### src/rtl/sass_pkg.sv
// ============================================================================
// Module   : sass_pkg
// Brief    : Shared note codes, beat encoding and conductor state type for the
//            step sequencer. Optional macro: SASS_CONDUCTOR_SWING_EN.
// Revision : 1.0 - initial release
// ============================================================================
`default_nettype none

package sass_pkg;

    localparam logic [3:0] NOTE_OFF    = 4'd0;
    localparam logic [3:0] NOTE_C      = 4'd1;
    localparam logic [3:0] NOTE_CS     = 4'd2;
    localparam logic [3:0] NOTE_D      = 4'd3;
    localparam logic [3:0] NOTE_DS     = 4'd4;
    localparam logic [3:0] NOTE_E      = 4'd5;
    localparam logic [3:0] NOTE_F      = 4'd6;
    localparam logic [3:0] NOTE_FS     = 4'd7;
    localparam logic [3:0] NOTE_G      = 4'd8;
    localparam logic [3:0] NOTE_GS     = 4'd9;
    localparam logic [3:0] NOTE_A      = 4'd10;
    localparam logic [3:0] NOTE_AS     = 4'd11;
    localparam logic [3:0] NOTE_B      = 4'd12;
    localparam logic [3:0] NOTE_HIGH_C = 4'd13;

    localparam logic [3:0] BEAT_STOPPED = 4'hF;

    typedef enum logic [0:0] {
        IDLE = 1'b0,
        RUN  = 1'b1
    } conductor_state_t;

    // Swung beat length: even beats stretch, odd beats shrink by a quarter.
    function automatic int swing_beat_len(input int tempo_div, input bit odd);
        return odd ? (tempo_div - tempo_div / 4) : (tempo_div + tempo_div / 4);
    endfunction

endpackage

`default_nettype wire

### src/rtl/sequencer_conductor_tempo_timer.sv
// ============================================================================
// Module   : tempo_timer
// Brief    : Beat-length counter emitting a one-cycle tick at terminal count.
//            Optional macro: SASS_CONDUCTOR_SWING_EN (alternating beat length).
// Revision : 1.0 - initial release
// ============================================================================
`default_nettype none

module tempo_timer
    import sass_pkg::*;
#(
    parameter int TEMPO_DIV = 2500
) (
    input  logic clk,
    input  logic n_rst,
    input  logic clear,
    input  logic enable,
    input  logic odd_beat,
    output logic beat_tick
);

    localparam int CNT_W = $clog2(2 * TEMPO_DIV);

    logic [CNT_W-1:0] count_q;
    logic [CNT_W-1:0] count_d;
    logic [CNT_W-1:0] last_cnt;

`ifdef SASS_CONDUCTOR_SWING_EN
    localparam int LONG_LEN  = swing_beat_len(TEMPO_DIV, 1'b0);
    localparam int SHORT_LEN = swing_beat_len(TEMPO_DIV, 1'b1);
    assign last_cnt = odd_beat ? CNT_W'(SHORT_LEN - 1) : CNT_W'(LONG_LEN - 1);
`else
    logic unused_odd_beat;
    assign unused_odd_beat = odd_beat;
    assign last_cnt        = CNT_W'(TEMPO_DIV - 1);
`endif

    assign beat_tick = enable && (count_q == last_cnt);

    always_comb begin
        count_d = count_q;
        if (clear) begin
            count_d = '0;
        end else if (enable) begin
            count_d = beat_tick ? '0 : count_q + CNT_W'(1);
        end
    end

    always_ff @(posedge clk or posedge n_rst) begin
        if (n_rst) begin
            count_q <= '0;
        end else begin
            count_q <= count_d;
        end
    end

endmodule

`default_nettype wire

### src/rtl/sequencer_conductor.sv
// ============================================================================
// Module   : sequencer_conductor
// Brief    : Step-sequencer scheduler: beat generation, run/stop, edit cursor,
//            toggle steering and piano/sequencer note arbitration.
//            Optional macro: SASS_CONDUCTOR_SWING_EN (swung beat lengths).
// Revision : 1.0 - initial release
// ============================================================================
`default_nettype none

module sequencer_conductor
    import sass_pkg::*;
#(
    parameter int NUM_STEPS   = 8,
    parameter int TEMPO_DIV   = 2500,
    parameter int SUSTAIN_CYC = 1000
) (
    input  logic                         clk,
    input  logic                         n_rst,
    input  logic                         sequencer_on,
    input  logic                         run_pb,
    input  logic                         next_pb,
    input  logic                         toggle_pb,
    input  logic [3:0]                   piano_note,
    input  logic [4*NUM_STEPS-1:0]       step_notes,
    output logic [3:0]                   beat,
    output logic [NUM_STEPS-1:0]         step_toggle,
    output logic [$clog2(NUM_STEPS)-1:0] cursor,
    output logic                         playing,
    output logic [3:0]                   note_out
);

    localparam int CW = $clog2(NUM_STEPS);
    localparam int SW = $clog2(SUSTAIN_CYC + 1);

    conductor_state_t     state_q, state_d;
    logic [3:0]           beat_q, beat_d;
    logic [CW-1:0]        cursor_q, cursor_d;
    logic [NUM_STEPS-1:0] step_toggle_q, step_toggle_d;
    logic [3:0]           note_out_q, note_out_d;
    logic [SW-1:0]        sustain_q, sustain_d;
    logic [3:0]           latched_q, latched_d;

    logic          beat_tick;
    logic          run_start;
    logic          run_stop;
    logic [CW-1:0] next_idx;
    logic [CW-1:0] load_idx;
    logic [3:0]    load_note;
    logic [SW-1:0] sustain_load;

    tempo_timer #(
        .TEMPO_DIV (TEMPO_DIV)
    ) u_tempo_timer (
        .clk       (clk),
        .n_rst     (n_rst),
        .clear     (state_q != RUN),
        .enable    (state_q == RUN),
        .odd_beat  (beat_q[0]),
        .beat_tick (beat_tick)
    );

    assign run_start = (state_q == IDLE) && sequencer_on && run_pb;
    assign run_stop  = (state_q == RUN) && (!sequencer_on || run_pb);
    assign next_idx  = beat_q[CW-1:0] + CW'(1);
    assign load_idx  = run_start ? '0 : next_idx;
    assign load_note = step_notes[{load_idx, 2'b00} +: 4];

`ifdef SASS_CONDUCTOR_SWING_EN
    // Only the shortened odd beats can be shorter than the sustain time.
    localparam int SHORT_LEN = swing_beat_len(TEMPO_DIV, 1'b1);
    localparam int SUS_ODD   = (SUSTAIN_CYC > SHORT_LEN) ? SHORT_LEN : SUSTAIN_CYC;
    assign sustain_load = load_idx[0] ? SW'(SUS_ODD) : SW'(SUSTAIN_CYC);
`else
    assign sustain_load = SW'(SUSTAIN_CYC);
`endif

    always_comb begin
        state_d   = state_q;
        beat_d    = beat_q;
        latched_d = latched_q;
        sustain_d = (sustain_q != '0) ? sustain_q - SW'(1) : '0;

        // Stop takes precedence over a coincident beat tick.
        if (run_start) begin
            state_d   = RUN;
            beat_d    = 4'd0;
            latched_d = load_note;
            sustain_d = sustain_load;
        end else if (run_stop) begin
            state_d   = IDLE;
            beat_d    = BEAT_STOPPED;
            latched_d = NOTE_OFF;
            sustain_d = '0;
        end else if ((state_q == RUN) && beat_tick) begin
            beat_d    = 4'(next_idx);
            latched_d = load_note;
            sustain_d = sustain_load;
        end

        cursor_d      = (sequencer_on && next_pb) ? cursor_q + CW'(1) : cursor_q;
        step_toggle_d = (sequencer_on && toggle_pb) ? (NUM_STEPS'(1) << cursor_q) : '0;

        if (piano_note != NOTE_OFF) begin
            note_out_d = piano_note;
        end else if ((state_q == RUN) && (sustain_q != '0)) begin
            note_out_d = latched_q;
        end else begin
            note_out_d = NOTE_OFF;
        end
    end

    always_ff @(posedge clk or posedge n_rst) begin
        if (n_rst) begin
            state_q       <= IDLE;
            beat_q        <= BEAT_STOPPED;
            cursor_q      <= '0;
            step_toggle_q <= '0;
            note_out_q    <= NOTE_OFF;
            sustain_q     <= '0;
            latched_q     <= NOTE_OFF;
        end else begin
            state_q       <= state_d;
            beat_q        <= beat_d;
            cursor_q      <= cursor_d;
            step_toggle_q <= step_toggle_d;
            note_out_q    <= note_out_d;
            sustain_q     <= sustain_d;
            latched_q     <= latched_d;
        end
    end

    assign beat        = beat_q;
    assign step_toggle = step_toggle_q;
    assign cursor      = cursor_q;
    assign playing     = (state_q == RUN);
    assign note_out    = note_out_q;

endmodule

`default_nettype wire

### config.mk
export PLATFORM = sky130hd
export DESIGN_NAME = sequencer_conductor
export DESIGN_NICKNAME = d
export VERILOG_FILES = /design/src/rtl/sass_pkg.sv /design/src/rtl/sequencer_conductor_tempo_timer.sv /design/src/rtl/sequencer_conductor.sv
export SDC_FILE = /design/constraint.sdc
export NUM_CORES = 1
export LEC_CHECK = 0
export BUFFER_PORTS_ARGS = -buffer_cell sky130_fd_sc_hd__buf_2
export CORE_ASPECT_RATIO = 1.25
export CORE_MARGIN = 2
export CORE_UTILIZATION = 48
export DETAILED_ROUTE_END_ITERATION = 10
export PLACE_DENSITY = 0.74
export SLEW_MARGIN = 15
export SYNTH_ARGS = -nofsm -noshare
export SYNTH_HDL_FRONTEND = slang
export SYNTH_SLANG_ARGS = --single-unit
### constraint.sdc
create_clock -name clk -period 1.8 [get_ports clk]
set_input_delay 0.36 -clock clk [delete_from_list [all_inputs] [get_ports clk]]
set_output_delay 0.36 -clock clk [all_outputs]
set_load 0.01 [all_outputs]
Word-level counts from Yosys, hierarchy flattened --
Cells that the tools add are included.
Operators by class: $add $sub $neg 4, equality and inequality tests 1, shift operators 2, mux-type cells 18, bitwise gates (word level) 1, reductions and logical operators 14
Operator list (number):
- $mux 10 | 4
- $mux 4 | 8
- $shiftx 32x6->4 | 1
- $mux 13 | 2
- $add 13x1->13 const B | 1
- $eq 13x12->1 const B | 1
- $reduce_bool 10->1 | 1
- $sub 10x1->10 const B | 1
- $logic_and 1x1->1 | 8
- $mux 8 | 1
- $shl 1x3->8 const A | 1
- $add 3x1->3 const B | 2
- $reduce_bool 4->1 | 1
- $mux 3 | 1
- $reduce_bool 3->1 | 1
- $mux 1 | 2
- $reduce_bool 2->1 | 1
- $logic_not 1->1 | 1
- $logic_or 1x1->1 | 1
- $not 1->1 | 1
Word-level totals: register bits 47, input bits 42

Depth between registers and ports, before layout --
Gate-level depths: netlist of the first run.
depth in word-level cells 8, depth in mapped cells 6, mapped depth without buffers 6

Modules after synthesis --
Synthesis of the first run repeated with hierarchy kept, for this count alone.
Second synthesis, totals: cells, all modules 271, area, all modules 2600.0 µm²
Modules (own cells, without submodules):
- sequencer_conductor | times used 1, cells each 193, area an instance 1871.8 µm², sequential area each 855.8 µm²
- tempo_timer | times used 1, cells each 78, area an instance 728.2 µm², sequential area each 325.3 µm²

Worst setup path after synthesis of the first run --
OpenSTA, ideal clock, no wires.
path kind register to register, start point reg beat_q[1] (netlist: beat[1]), end point reg latched_q[3], library setup time 0.122 ns, data arrival time 1.640 ns, required time 1.678 ns, path slack 0.039 ns, cell stages (with the launch flop) 6, path buffers 2, clock period less this slack 1.761 ns, cell sequence dfstp_2 > ha_1 > clkbuf_1 > buf_1 > a211o_1 > a32o_1
Between the ends: cells in the longest elaborated chain, start to end 6
RTL lines:
- start, declared | line sequencer_conductor.sv:36 | logic [3:0] beat_q, beat_d;
- start signal, assigned | line sequencer_conductor.sv:123 | beat_q <= beat_d;
- $add 3x1->3 (*) | line sequencer_conductor.sv:64 | assign next_idx = beat_q[CW-1:0] + CW'(1);
- $mux 3 (*) | line sequencer_conductor.sv:65 | assign load_idx = run_start ? '0 : next_idx;
- $shiftx 32x6->4 (*) | line sequencer_conductor.sv:66 | assign load_note = step_notes[{load_idx, 2'b00} +: 4];
- $mux 4 | line sequencer_conductor.sv:94 | end else if ((state_q == RUN) && beat_tick) begin
- $mux 4 | line sequencer_conductor.sv:89 | end else if (run_stop) begin
- $mux 4 (*) | line sequencer_conductor.sv:84 | if (run_start) begin
- end signal, assigned | line sequencer_conductor.sv:128 | latched_q <= latched_d;
- end, declared | line sequencer_conductor.sv:41 | logic [3:0] latched_q, latched_d;
Every way passes the cells marked *; elsewhere a longest branch is shown, timed or not. The select of a mux whose other input is x is not followed. A chain may end at the register's enable or synchronous reset.

Worst setup path after layout of the first run --
start point reg beat_q[0] (netlist: beat[0]), end point reg latched_q[2]
The elaborated chain is that of the path after synthesis.

==> summary.txt, run 1 <==
outcome: finished, final reports clean
Worst Slack Setup Final: 0.0662 ns
CTS Buffer Depth: 2
share of cells above drive strength 1: 33.3%
Final period util: 96.3%
combinational cell fraction of total power: 32.8%
Num CTS Buffers: 5
area growth from synthesis to layout: 20.7%
largest net degree at the start of global routing: 48
Clock Tree Root: clkbuf_8
Mean Syn Cell Area: 10.5 sq um
fin crit period: 1.73 ns
vias: 2030
Port Buf Inserts: 61
Worst Tran Pin Value: 0.363 ns
CP arrival: 1.93 ns
initial DRC count: 88
ANT nets after route: 0
Synth async-reset ratio: 100%
DP HPWL: 3820 um
fmax: 577 MHz
Synth Flop Type: dfrtp_1
ANT cells: 0
max-cap violations: 0
clk_skew: 0.0158 ns
crit end category: flip-flop
CTS tree: done
worst hold-check slack: 0.0654 ns
Req. time, crit path: 1.99 ns
Detailed Route WL: 5200 um
final-report setup violation count: 0
synth warn: 0
WL/cell: 14.0 um
P_leak: 0.00150 uW
register area share after synthesis: 46.3%
clock network power share: 22.8%
Hold Fails Final Rpt: 0
Die Width: 69.2 um
gr usage total: 19.0%
max-slew violation count: 0
R2R Path End: latched_q[2]$_DFFE_PP0P_
flop-to-flop setup slack: 0.07 ns
Slew HR: 75.8%
CTS sink count: 47
pre-CTS setup slack: 0.0223 ns
Int Pwr: 2240 uW
Setup Buffers After CTS: 0
syn nets: 295
Power, Total: 3380 uW
Worst-Skew Late Latency: 0.31 ns
EDFF count, synth: 0
Worst Setup EP: latched_q[2]$_DFFE_PP0P_
placement row count: 29
utilization after layout: 60.1%
routability congestion estimate from global placement: 0.846
Cell Area, Synth: 2550 sq um
Initial Util: 49.8%
H-tree depth: 2
Syn Inst Count: 243
RSZ-0062 raised after global routing: no
net switching power: 1150 uW
drt drc: 0
Setup TNS: 0 ns
FF-to-FF path depth: 4
Crit Reg-Reg Startpoint: beat[0]$_DFFE_PP1P_
crit path kind: reg -> reg
Switching Share: 33.9%
worst setup path startpoint: beat[0]$_DFFE_PP1P_
Max VDD drop: 0.663 mV
antenna violations before repair: 0
cell area power density: 1100 nW/um^2
via/cell ratio: 5.47
hold crit path type: in -> async
worst-path maximum fanout: 27
hold buffers post-CTS: 0
vias in the first global route: 2068
die area: 5910 sq um
first-pass GRT wire length: 9010 um
Reg clk slew, reported paths: 0.10 ns
io pins: 62
Seq cells post-synth: 47
Synth cell types: 44
Final #Nets: 360
DIE HEIGHT: 85.5 um
Seq pwr share: 44.5%
grt ovf: 0
Core Area: 5120 sq um
DRT Pass-1 Iters: 4
crit start category: flip-flop
-- cell families (layout without fill, tap and decap cells) --
group,after synthesis,count (layout),share of synthesized area [%]
adder cells (fa/ha/maj),10,10,4.91
XOR/XNOR,22,22,7.56
flip-flops,47,47,46.3
AO/OA/AOI/OAI,38,38,12.1
AND/OR/NAND/NOR,95,95,21.1
buffers and inverters,21,87,3.58
multiplexers,10,10,4.42
-- worst min path at each step --
stage	to	slack (ns)	depth (start not counted)
2_1_floorplan	sustain_q[0]$_DFF_PP0_	0.45	1
3_3_place_gp	sustain_q[0]$_DFF_PP0_	0.41	3
3_5_place_dp	sustain_q[1]$_DFF_PP0_	0.42	3
4_1_cts	u_tempo_timer.count_q[10]$_DFF_PP0_	0.08	3
5_1_grt	u_tempo_timer.count_q[10]$_DFF_PP0_	0.09	3
6_report	u_tempo_timer.count_q[10]$_DFF_PP0_	0.07	3
-- area by class of cell --
class                           instances  area [sq um]
Tap cell                               62          77.6
Multi-Input combinational cell        175          1280
Clock buffer                            6          72.6
Inverter                               10          37.5
Timing Repair Buffer                   69           390
Fill cell                             427          2040
Clock inverter                          2          37.5
Sequential cell                        47          1180
-- repair_timing --
| item | in CTS | in global routing |
|---|---|---|
| hold endpoints to repair | 0 | 0 |
| setup endpoints to repair | 0 | 4 |
| resized for setup | 0 | 1 |
-- critical path: stages (launching register included) --
cell     delay [ns]
dfstp_2        0.57
buf_12         0.17
mux2_2         0.35
a211o_1        0.29
a32o_1         0.25
-- cell usage after synthesis (all sizes together), types with 5 or more instances --
cell type	number	area [sq um]
and3	8	50.1
buf	9	46.3
dfrtp	43	1080
ha	10	125
inv	10	37.5
mux2	10	113
nand2	21	78.8
nand3	9	45.0
nand4	5	37.5
nor2	31	116
nor2b	6	37.5
o21ai	8	47.5
xnor2	7	61.3
xor2	15	131
-- cells in the final DEF, fill, tap and decap left out, types with 2 or more instances in the layout --
master	instances
nand2b_1	2
o2111ai_1	4
and3_1	8
a22oi_1	4
clkbuf_8	5
nand3_1	9
o21ai_2	2
ha_1	9
o21ai_0	5
xnor2_1	7
a221oi_1	4
nor2_1	31
nand2_1	21
nor4b_4	2
inv_1	9
nor4_2	2
dfstp_2	4
buf_4	6
a211o_1	4
a21o_1	4
a2bb2oi_1	2
a32o_1	4
buf_12	2
nand4_1	4
mux2_2	10
nor2b_1	6
buf_2	61
xor2_1	15
dfrtp_1	43
-- flip-flops by register name, indices dropped and copies added (netlist names) --
signal,count
sustain_q,10
beat,4
cursor,3
u_tempo_timer.count_q,13
note_out,4
playing,1
step_toggle,8
latched_q,4
-- per-stage QoR --
| stage | std cells | cell area [sq um] |
|---|---|---|
| after global routing | 371 | 3080 |
| final | 371 | 3080 |
| after CTS | 371 | 3070 |
| after global placement | 363 | 2960 |
| after detailed placement | 363 | 2960 |
| after floorplan | 243 | 2550 |
-- routing by layer --
metal / vias up / part of all wire, % / GRT usage (%)
met2: 44 / 52 / 33.8
met1: 987 / 42 / 22.4
met5: - / 0 / 0
li1: 986 / - / -
met4: 0 / 2.4 / 8.02
met3: 13 / 3.8 / 3.56
-- power by group through the flow --
| stage | Combinational, uW | Sequential [uW] | Clock, uW |
|---|---|---|---|
| floorplan | 784 | 1510 | 0 |
| global placement | 1090 | 1510 | 0 |
| detailed placement | 1120 | 1520 | 0 |
| CTS | 1120 | 1510 | 798 |
| global route | 1260 | 1530 | 842 |
| finish | 1110 | 1500 | 771 |
Note: power is estimated with default switching activity, not from simulation.
==> run 2, diff against run 1 <==
--- a/config.mk
+++ b/config.mk
@@ -6,11 +6,13 @@
 export NUM_CORES = 1
 export LEC_CHECK = 0
 export BUFFER_PORTS_ARGS = -buffer_cell sky130_fd_sc_hd__buf_2
+export CELL_PAD_IN_SITES_DETAIL_PLACEMENT = 0
+export CELL_PAD_IN_SITES_GLOBAL_PLACEMENT = 1
 export CORE_ASPECT_RATIO = 1.25
 export CORE_MARGIN = 2
-export CORE_UTILIZATION = 48
+export CORE_UTILIZATION = 37
 export DETAILED_ROUTE_END_ITERATION = 10
-export PLACE_DENSITY = 0.74
+export PLACE_DENSITY_LB_ADDON = 0.15
 export SLEW_MARGIN = 15
 export SYNTH_ARGS = -nofsm -noshare
 export SYNTH_HDL_FRONTEND = slang
==> run 2 against run 1 <==
Against the previous run:
- combinational power grew 4%
- highest routed layer unchanged
- clock skew shrank 0.0063 ns
- critical endpoint is now latched_q[0]$_DFFE_PP0P_
- sequential power is essentially flat
- wire length grew 5.3%
- core utilization shrank 13 points
- count of clock-buffer cells in the layout is the same
- design area grew 2.2%
- global-route usage shrank 3.8 points
==> summary.txt, run 2 (same netlist as run 1, synthesis figures left out) <==
outcome: finished, final reports clean
Slew HR: 80.2% (+4.3 points)
DRT Pass-1 Iters: 4 (unchanged)
Initial Util: 38.6% (-11 points)
Reg clk slew, reported paths: 0.09 ns (about the same)
Worst Tran Pin Value: 0.295 ns (-0.0676 ns)
antenna violations before repair: 0 (unchanged)
Crit Reg-Reg Startpoint: beat[0]$_DFFE_PP1P_
gr usage total: 15.3% (-3.8 points)
CTS tree: done
io pins: 62 (unchanged)
Final #Nets: 366 (+1.7%)
fmax: 572 MHz (-0.89%)
M2 GR Usage: 27.0% (-6.8 points)
Clock Tree Root: clkbuf_8
P_leak: 0.00153 uW (+1.7%)
cell area power density: 1060 nW/um^2 (-3.3%)
commonest non-fill, non-tap cell in the layout: buf_2
R2R Path End: latched_q[0]$_DFFE_PP0P_
clk_skew: 0.00943 ns (-0.00634 ns)
# fillers: 646 (+51%)
grt ovf: 0 (unchanged)
ANT nets after route: 0 (unchanged)
Port Buf Inserts: 61 (unchanged)
fin crit period: 1.75 ns (+0.0155 ns)
Num CTS Buffers: 5 (unchanged)
WL/cell: 13.6 um (-2.9%)
Req. time, crit path: 2.00 ns (about the same)
hold crit path type: in -> async
Core Area: 6610 sq um (+29%)
placement row count: 33 (+14%)
Die Width: 78.2 um (+13%)
max-cap violations: 0 (unchanged)
worst setup path startpoint: beat[0]$_DFFE_PP1P_
layer with the highest usage: met2
RSZ-0062 raised after global routing: no
initial DRC count: 56 (-36%)
Worst-Skew Late Latency: 0.31 ns (about the same)
vias in the first global route: 2055 (-0.63%)
worst-path maximum fanout: 25 (-7.4%)
share of cells above drive strength 1: 35.2% (+1.9 points)
DP HPWL: 4070 um (+6.5%)
flop-to-flop setup slack: 0.05 ns (-0.02 ns)
drt drc: 0 (unchanged)
Max VDD drop: 0.553 mV (-17%)
area growth from synthesis to layout: 23.3%
Detailed Route WL: 5480 um (+5.3%)
met3 usage: 2.89% (-0.67 points)
Non-Filler Instances: 402 (+8.4%)
CP arrival: 1.95 ns (+0.02 ns)
crit path kind: reg -> reg
vias: 2026 (-0.20%)
ANT cells: 0 (unchanged)
number of flip-flops in the largest register: 13 (unchanged)
CTS sink count: 47 (unchanged)
final-report setup violation count: 0 (unchanged)
GR Util met1: 19.0% (-3.5 points)
Hold Fails Final Rpt: 0 (unchanged)
largest net degree at the start of global routing: 48 (unchanged)
Setup Buffers After CTS: 0 (unchanged)
via/cell ratio: 5.04 (-7.9%)
Setup TNS: 0 ns (unchanged)
crit start category: flip-flop
crit end category: flip-flop
CTS Buffer Depth: 2 (unchanged)
Final period util: 97.2% (+0.86 points)
DIE HEIGHT: 96.8 um (+13%)
FF-to-FF path depth: 4 (unchanged)
routability congestion estimate from global placement: 0.746 (-12%)
H-tree depth: 2 (unchanged)
first-pass GRT wire length: 9430 um (+4.6%)
die area: 7570 sq um (+28%)
Biggest register: u_tempo_timer.count_q
utilization after layout: 47.6% (-13 points)
most frequent cells in the layout: buf_2 (61), dfrtp_1 (43), nor2_1 (31)
max-slew violation count: 0 (unchanged)
total placed cells including tap cells: 394 (+8.5%)
[run 2: cell count changes in the layout (fill, tap and decap cells not counted)]
cell | before | now
clkinv_4 | 0 | 1
clkbuf_1 | 1 | 0
clkbuf_8 | 5 | 6
bufinv_16 | 1 | 0
buf_4 | 6 | 12
nand2_1 | 21 | 20
nand2_2 | 0 | 1
[run 2: layer usage]
layer	share of wire [%]	up-vias
met5	0	-
met4	0.80	0
met3	4.2	4
met2	52	42
met1	43	988
li1	-	992
[run 2: how the worst max path moves through the flow]
stage                                     endpoint  slack (ns)  depth (start not counted)
after floorplan           latched_q[3]$_DFFE_PP0P_        0.04                          5
after CTS                 latched_q[2]$_DFFE_PP0P_        0.01                          4
final                     latched_q[0]$_DFFE_PP0P_        0.05                          4
after detailed placement  latched_q[2]$_DFFE_PP0P_        0.03                          4
after global placement    latched_q[3]$_DFFE_PP0P_        0.06                          5
after global routing      latched_q[0]$_DFFE_PP0P_       0.004                          4
[run 2: final cells by class]
type	instances	area, sq um	area share (%)
multi-input combinational	175	1280	40.8
sequential	47	1180	37.6
clock buffer	6	82.6	2.63
timing repair buffer	75	435	13.9
clock inverter	2	16.3	0.518
inverter	10	37.5	1.19
tap	87	109	3.46
[run 2: worst max-delay path: stages (launching register included)]
cell,delay (ns)
dfstp_2,0.59
buf_12,0.17
mux2_2,0.35
a211o_1,0.28
a32o_1,0.25
[run 2: per-stage QoR]
stage,total power [uW],worst slack (ns),hold slack [ns],instance area (sq um)
6_report,3340,0.0507,0.0707,3140
2_1_floorplan,2300,0.0388,0.448,2550
4_1_cts,3380,0.0112,0.0816,3140
3_5_place_dp,2680,0.0307,0.419,3040
5_1_grt,3610,0.00386,0.0865,3140
3_3_place_gp,2660,0.0637,0.419,3040
[run 2: repair_timing]
| item | CTS | global route |
|---|---|---|
| endpoints found under the setup margin | 0 | 4 |
| gates resized for setup | 0 | 2 |
| hold buffers | 0 | 0 |
[run 2: report_power, final]
part	total [uW]	leakage, uW	internal [uW]	switching (uW)
sequential	1500	0.000600	1290	212
clock	698	0.0000474	314	384
combinational	1150	0.000880	572	575
total	3340	0.00153	2170	1170
